**src/rtl/ldm_stm_seq.sv**
```systemverilog
// Load/store-multiple sequencer: turns a register list and base into single-word beats.
// Optional base writeback is built only when LDM_STM_SEQ_WB_EN is defined.
module ldm_stm_seq (
  input  logic        clk,
  input  logic        rst,
  input  logic        start_i,
  input  logic        load_i,
  input  logic        up_i,
  input  logic        pre_i,
  input  logic        wb_i,
  input  logic [3:0]  base_reg_i,
  input  logic [31:0] base_i,
  input  logic [15:0] reg_list_i,
  output logic        busy_o,
  output logic        beat_valid_o,
  input  logic        beat_ready_i,
  output logic [3:0]  beat_reg_o,
  output logic [31:0] beat_addr_o,
  output logic        beat_rw_o,
  output logic        wb_valid_o,
  output logic [3:0]  wb_reg_o,
  output logic [31:0] wb_data_o,
  output logic        done_o,
  output logic        err_o,
  output logic [1:0]  state_dbg
);

  // Beat handshake: a beat transfers on a cycle where beat_valid_o and
  // beat_ready_i are both high; while ready is low every beat output holds.

  typedef enum logic [1:0] {
    S_IDLE  = 2'd0,
    S_SETUP = 2'd1,
    S_XFER  = 2'd2,
    S_FIN   = 2'd3
  } state_t;

  state_t      state_q, state_d;
  logic        load_q, up_q, pre_q, empty_q;
  logic [3:0]  base_reg_q;
  logic [31:0] base_q, addr_q;
  logic [15:0] list_q, list_rest;
  logic [4:0]  n_cnt;
  logic [31:0] span, first_addr;
  logic [3:0]  low_idx;

`ifdef LDM_STM_SEQ_WB_EN
  logic        wb_q, wb_ok_q;
  logic [31:0] final_q;
`else
  logic        wb_unused;
  assign wb_unused = wb_i;
`endif

  always_comb begin
    n_cnt = 5'd0;
    for (int k = 0; k < 16; k++) n_cnt = n_cnt + {4'd0, list_q[k]};
  end

  assign span = {25'd0, n_cnt, 2'b00};

  // Registers always go out ascending, so a decrementing transfer starts at the low end.
  always_comb begin
    first_addr = base_q;
    case ({up_q, pre_q})
      2'b10:   first_addr = base_q;
      2'b11:   first_addr = base_q + 32'd4;
      2'b00:   first_addr = base_q - span + 32'd4;
      default: first_addr = base_q - span;
    endcase
  end

  assign list_rest = list_q & (list_q - 16'd1);

  always_comb begin
    low_idx = 4'd0;
    for (int k = 15; k >= 0; k--) begin
      if (list_q[k]) low_idx = 4'(k);
    end
  end

  always_comb begin
    state_d = state_q;
    case (state_q)
      S_IDLE:  if (start_i) state_d = S_SETUP;
      S_SETUP: state_d = (n_cnt == 5'd0) ? S_FIN : S_XFER;
      S_XFER:  if (beat_ready_i && (list_rest == 16'd0)) state_d = S_FIN;
      S_FIN:   state_d = S_IDLE;
      default: state_d = S_IDLE;
    endcase
  end

  always_ff @(posedge clk) begin
    if (!rst) begin
      state_q    <= S_IDLE;
      load_q     <= 1'b0;
      up_q       <= 1'b0;
      pre_q      <= 1'b0;
      empty_q    <= 1'b0;
      base_reg_q <= 4'd0;
      base_q     <= 32'd0;
      addr_q     <= 32'd0;
      list_q     <= 16'd0;
`ifdef LDM_STM_SEQ_WB_EN
      wb_q       <= 1'b0;
      wb_ok_q    <= 1'b0;
      final_q    <= 32'd0;
`endif
    end else begin
      state_q <= state_d;
      case (state_q)
        S_IDLE: begin
          if (start_i) begin
            load_q     <= load_i;
            up_q       <= up_i;
            pre_q      <= pre_i;
            base_reg_q <= base_reg_i;
            base_q     <= {base_i[31:2], 2'b00};
            list_q     <= reg_list_i;
`ifdef LDM_STM_SEQ_WB_EN
            wb_q       <= wb_i;
`endif
          end
        end
        S_SETUP: begin
          addr_q  <= first_addr;
          empty_q <= (n_cnt == 5'd0);
`ifdef LDM_STM_SEQ_WB_EN
          final_q <= up_q ? (base_q + span) : (base_q - span);
          // A loaded Rn takes precedence over the writeback of the base.
          wb_ok_q <= wb_q && (n_cnt != 5'd0) && !(load_q && list_q[base_reg_q]);
`endif
        end
        S_XFER: begin
          if (beat_ready_i) begin
            list_q <= list_rest;
            addr_q <= addr_q + 32'd4;
          end
        end
        default: ;
      endcase
    end
  end

  assign busy_o       = (state_q != S_IDLE);
  assign beat_valid_o = (state_q == S_XFER);
  assign beat_reg_o   = low_idx;
  assign beat_addr_o  = addr_q;
  assign beat_rw_o    = load_q;
  assign done_o       = (state_q == S_FIN);
  assign err_o        = (state_q == S_FIN) && empty_q;
  assign wb_reg_o     = base_reg_q;
  assign state_dbg    = state_q;

`ifdef LDM_STM_SEQ_WB_EN
  assign wb_valid_o = (state_q == S_FIN) && wb_ok_q;
  assign wb_data_o  = final_q;
`else
  assign wb_valid_o = 1'b0;
  assign wb_data_o  = 32'd0;
`endif

endmodule

```
**config.mk**
```make
export PLATFORM = sky130hd
export DESIGN_NAME = ldm_stm_seq
export DESIGN_NICKNAME = d
export VERILOG_FILES = /design/src/rtl/ldm_stm_seq.sv
export SDC_FILE = /design/constraint.sdc
export NUM_CORES = 1
export LEC_CHECK = 0
export ABC_AREA = 1
export ABC_CLOCK_PERIOD_IN_PS = 10400
export BUFFER_PORTS_ARGS = -buffer_cell sky130_fd_sc_hd__buf_4
export CAP_MARGIN = 25
export CORE_MARGIN = 1.5
export CORE_UTILIZATION = 40
export CTS_CLUSTER_DIAMETER = 50
export DETAILED_ROUTE_END_ITERATION = 10
export GPL_TIMING_DRIVEN = 0
export MAX_ROUTING_LAYER = met4
export PLACE_DENSITY = 0.56
export SLEW_MARGIN = 25
export SYNTH_ARGS = -nofsm -noshare
export SYNTH_HDL_FRONTEND = slang
export SYNTH_SLANG_ARGS = --single-unit
export TNS_END_PERCENT = 100
```
**constraint.sdc**
```tcl
create_clock -name clk -period 10.4 [get_ports clk]
set_input_delay 1.56 -clock clk [delete_from_list [all_inputs] [get_ports clk]]
set_output_delay 1.56 -clock clk [all_outputs]
set_load 0.02 [all_outputs]
```
After elaboration in Yosys (flattened, before gate mapping)

Index checks and enable logic that the tools add are counted.

Equal/unequal tests: 8
Reduce and logical (&&, ||, !) cells: 13
Add/sub/neg operators: 20
Muxes and demuxes: 26
Bitwise operators: 1

Operator list:

| cell                                                   | number |
|---|---|
| adder 32 x 3 -> 32 bit (second input constant)         | 3 |
| case mux 32 bit (3 select lines)                       | 1 |
| 2-to-1 mux 4 bit                                       | 16 |
| case mux 32 bit (2 select lines)                       | 1 |
| adder 5 x 1 -> 5 bit                                   | 11 |
| 2-to-1 mux 16 bit                                      | 2 |
| 2-to-1 mux 32 bit                                      | 1 |
| case mux 16 bit (2 select lines)                       | 1 |
| subtractor 32 x 7 -> 32 bit                            | 1 |
| AND 16 bit                                             | 1 |
| logical NOT 16 bit                                     | 1 |
| subtractor 16 x 1 -> 16 bit (second input constant)    | 1 |
| == test 2 bit (second input constant)                  | 4 |
| case mux 2 bit (4 select lines)                        | 1 |
| AND reduction 2 bit                                    | 3 |
| nonzero test 2 bit                                     | 3 |
| adder 4 x 1 -> 5 bit                                   | 1 |
| logical NOT 5 bit                                      | 1 |
| adder 3 x 1 -> 4 bit                                   | 1 |
| logical NOT 2 bit                                      | 2 |
| 2-to-1 mux 2 bit                                       | 2 |
| inequality test 2 x 1 -> 1 bit (second input constant) | 2 |
| adder 2 x 1 -> 3 bit                                   | 1 |
| AND reduction 3 bit                                    | 1 |
| other kinds (5)                                        | 6 |

Logic and storage cells: 77
Register bits: 88

Longest topological paths before layout

Depth after elaboration: 19
Depth in mapped cells: 37
Mapped depth without buffers: 37

Worst setup path after synthesis

No wires, ideal clock.

Path type: reg-to-reg
Start: register list_q[5]
End: register addr_q[30] (netlist: beat_addr_o[30])
Setup time: 0.122 ns
Path buffers: 0
Slack: 5.011 ns
Arrival time: 5.267 ns
Stages on the path, launching flop included: 37
Data required time: 10.278 ns
Period minus slack after synthesis: 5.389 ns
Path through: dfxtp_1 -> inv_1 -> fa_1 -> inv_1 -> fa_1 -> fa_1 -> inv_1 -> fa_1 -> inv_1 -> ha_1 -> inv_1 -> fa_1 -> nor2_1 -> inv_1 -> a21oi_1 -> inv_1 -> ha_1 -> nor2_4 -> inv_2 -> nor2_8 -> nand2_1 -> inv_1 -> nand2_1 -> inv_2 -> nand3_1 -> nand2_1 -> nand2_1 -> nand2_1 -> nand2_1 -> nor2_2 -> nand2_1 -> nor2_1 -> nand3_1 -> nand3_1 -> nand2_1 -> nand2_1 -> a21oi_2

Word-level cells in the longest chain between the ends: 15

Ends and longest elaborated chain:

| what                                   | line   | RTL |
|---|---|---|
| start, declared                        | 42     | `logic [15:0] list_q, list_rest;` |
| start signal, assigned                 | 119    | `list_q <= reg_list_i;` |
| start signal, assigned                 | 136    | `list_q <= list_rest;` |
| adder 5 x 1 -> 5 bit (*) (11 in a row) | 57     | `for (int k = 0; k < 16; k++) n_cnt = n_cnt + {4'd0, list_q[k]};` |
| subtractor 32 x 7 -> 32 bit (*)        | 68, 69 |  |
| adder 32 x 3 -> 32 bit                 | 68     | `2'b00: first_addr = base_q - span + 32'd4;` |
| case mux 32 bit (3 select lines) (*)   | 65     | `case ({up_q, pre_q})` |
| case mux 32 bit (2 select lines) (*)   | 111    | `case (state_q)` |
| end signal, assigned                   | 126    | `addr_q <= first_addr;` |
| end signal, assigned                   | 137    | `addr_q <= addr_q + 32'd4;` |
| end, declared                          | 41     | `logic [31:0] base_q, addr_q;` |

Mark *: on every way between the ends. The rest lies on a longest branch, timed or not.
A chain may end at the register's enable or synchronous reset.

Worst setup path after layout

Start: register list_q[5]
End: register addr_q[14] (netlist: beat_addr_o[14])

Same word-level chain as after synthesis.

==> run summary <==
The run finished with clean final reports. The peak fanout along the critical path came out at 8. The number of warnings issued by yosys came out at 0. The number of setup buffers added after CTS is 0. The critical path is of the register to register type. The number of antenna violations at the first check in global routing is 0.

The height of the chip came out at 148 um. The largest incremental delay on the critical path came out at 0.56 ns. The cell repeated most along the worst path is sky130_fd_sc_hd__inv_1.

The post-detailed-route wirelength per cell came out at 17.3 um. In this run, synthesis inferred 0 flip-flops with an integrated enable. The TritonCTS sink count is 86. The final critical delay including setup and external delays is 6.56 ns.

The count of max-cap constraint violations is 0. The number of diodes added for antenna fixing came out at 0. For the worst-skew pair, the clock arrives at the later sink with an insertion delay of 0.36 ns. Setup repair after global routing left no endpoint under its margin. In the synthesized netlist the dominant register cell turns out to be sky130_fd_sc_hd__dfxtp_1. The cell area after synthesis is 8440 um2. The H-tree depth came out at 3. For the worst setup path, the data arrival time is 6.86 ns. The share of the synthesized area in the top cell type came out at 0.204. The floorplan step set the die width to 148 um. The setup TNS after final layout is 0 ns.

The starting density of the core is 0.412. The number of DRC violations after detailed-routing iteration 0 came out at 652. The first global-routing pass estimated 47800 um of wire. The upper clock frequency limit came out at 152 MHz. The vias per cell came out at 5.25. The average size of a mapped cell came out at 6.16 um2. The quantity of hold-fixing buffers added after cts came out at 0.

Dividing the final minimum period by the clock period gives 0.631. The hold violation count in the final report came out at 0. The overall fraction of global-route tracks in use is 0.294. The data required time of the worst path came out at 10.70 ns.

In the post-synthesis netlist, the cell with the most instances is sky130_fd_sc_hd__nand2_1. The buffer levels on the longest clock path is 2. In this run the count of I/O pins placed on the die edge is 140. The final wirelength came out at 31000 um.

The first TritonRoute pass finished after 5 iterations. After global routing the overflow that remains totals 0. The clock input transition at the sequential cells of the worst setup and hold paths came out at 0.07 ns. The clock arrives with 0.0120 ns of skew.

The final-report setup violation count came out at 0. The tightest min-delay check is of the register to register type. Of all cell types, the one taking the most synthesized area is sky130_fd_sc_hd__dfxtp_1. The core region area is 20500 um2.

Yosys mapped the design onto 57 distinct sky130hd cell types. Counting instances in the post-synthesis netlist gives the leading cell types as sky130_fd_sc_hd__nand2_1 (260), sky130_fd_sc_hd__inv_1 (165), sky130_fd_sc_hd__nor2_1 (139). The critical path startpoint category is a register.

Clock tree synthesis inserted a total of 9 buffers. The post-DP HPWL came out at 25400 um. The transition at the pin with the smallest max-transition slack is 0.884 ns. The remaining design rule violation count is 0. Of all flip-flops after synthesis, the portion carrying an async set or reset was 0.

The die outline area is 22000 um2. The via count came out at 9401. The layout overhead on the synthesized area is 18.6%. Of the cells placed in the final design, the portion with a size suffix greater than 1 is 0.177. The share of the Yosys chip area taken by registers is 0.204. The post-synthesis sequential element count came out at 86. Entering global routing, the biggest net connects 16 pins. The net count reported at finish came out at 1609. The standard cell with the maximum stage delay on the critical path is sky130_fd_sc_hd__fa_1. The placer's final routability congestion estimate is 0.963. The via count of the first global-routing pass came to 8454. In the post-synthesis netlist, the biggest area contributors are sky130_fd_sc_hd__dfxtp_1 (20%), sky130_fd_sc_hd__nand2_1 (12%), sky130_fd_sc_hd__a21oi_1 (8.2%), sky130_fd_sc_hd__inv_1 (7.3%), sky130_fd_sc_hd__nand3_1 (7.1%). The number of placement rows came out at 52. The cell sitting at the root of the clock tree is a sky130_fd_sc_hd__clkbuf_16.

The number of slew-limit violations in the final report is 0. Measured against its own limit, the worst slew margin works out to 0.411. The synthesized instance count came out at 1371. STA classifies the critical path endpoint as a register. The post-route antenna net violation count came out at 0.

The port buffer count is 101. In this run, post-CTS repair resized a total of 0 instances. TritonCTS built the clock tree.
-- metal layers --
| layer | GRT usage | part of all wire |
|---|---|---|
| met5 | - | 0 |
| met4 | 0.0980 | 0.026 |
| met3 | 0.0371 | 0.067 |
| met1 | 0.420 | 0.49 |
| met2 | 0.425 | 0.42 |
-- path summary, 6_finish.rpt --
check	start	to	slack, ns	cells past startpoint
worst max-delay path	list_q[5]	beat_addr_o[14]	3.84	29
worst min-delay path	empty_q	empty_q	0.49	2
worst max register to register	list_q[5]	beat_addr_o[14]	3.84	29
worst min register to register	empty_q	empty_q	0.49	2
-- worst max-delay path, delay by kind of cell, from the launching register on --
| family | cells | cell delay [ns] |
|---|---|---|
| fa+ha+maj | 7 | 2.79 |
| simple gates | 10 | 2.08 |
| compound gates | 4 | 0.65 |
| buf+inv | 8 | 0.60 |
| flops | 1 | 0.38 |
-- stage by stage --
stage	area (um2)	std cells	util	setup slack [ns]	hold WS, ns
floorplan	8570	1405	-	5.01	0.444
global placement	9660	1776	0.472	3.93	0.466
detailed placement	9660	1776	0.472	3.92	0.473
CTS	10000	1792	0.488	3.88	0.485
global route	10000	1792	0.488	3.40	0.492
finish	10000	1792	0.488	3.84	0.488
-- area by class of cell --
type | count | area (um2)
Fill cell | 2236 | 10500
Multi-Input combinational cell | 1051 | 5670
Sequential cell | 86 | 1720
Timing Repair Buffer | 101 | 758
Inverter | 181 | 681
Buffer | 87 | 495
Tap cell | 270 | 338
Clock buffer | 9 | 225
Clock inverter | 7 | 121
-- layout by cell type (no fill, tap or decap), drive strengths merged, types with 35 or more instances in the layout --
master | Yosys | routed
nand2 | 284 | 284
nand4 | 41 | 41
a21oi | 143 | 143
o21ai | 117 | 117
conb | 1 | 35
clkbuf | 36 | 45
dfxtp | 86 | 86
inv | 178 | 179
nand3 | 149 | 149
nor2 | 159 | 159
buf | 50 | 151
-- state kept, by name (all words and copies together) (netlist names) --
name         cells
base_q          30
beat_addr_o     30
list_q          16
wb_reg_o         4
state_dbg        2
beat_rw_o        1
empty_q          1
pre_q            1
up_q             1
-- kinds of logic after synthesis --
kind of cell | synth area share
and+or+nand+nor | 0.396
AOI/OAI and AO/OA | 0.197
buffers and inverters | 0.139
DFF | 0.204
adders and majority gates | 0.0572
xor gates and xnor gates | 0.00623
other | 0.000444
Power is left out: the tool's default activity adds up to more than one toggle a clock period on the data nets, which glitch-free logic cannot reach.
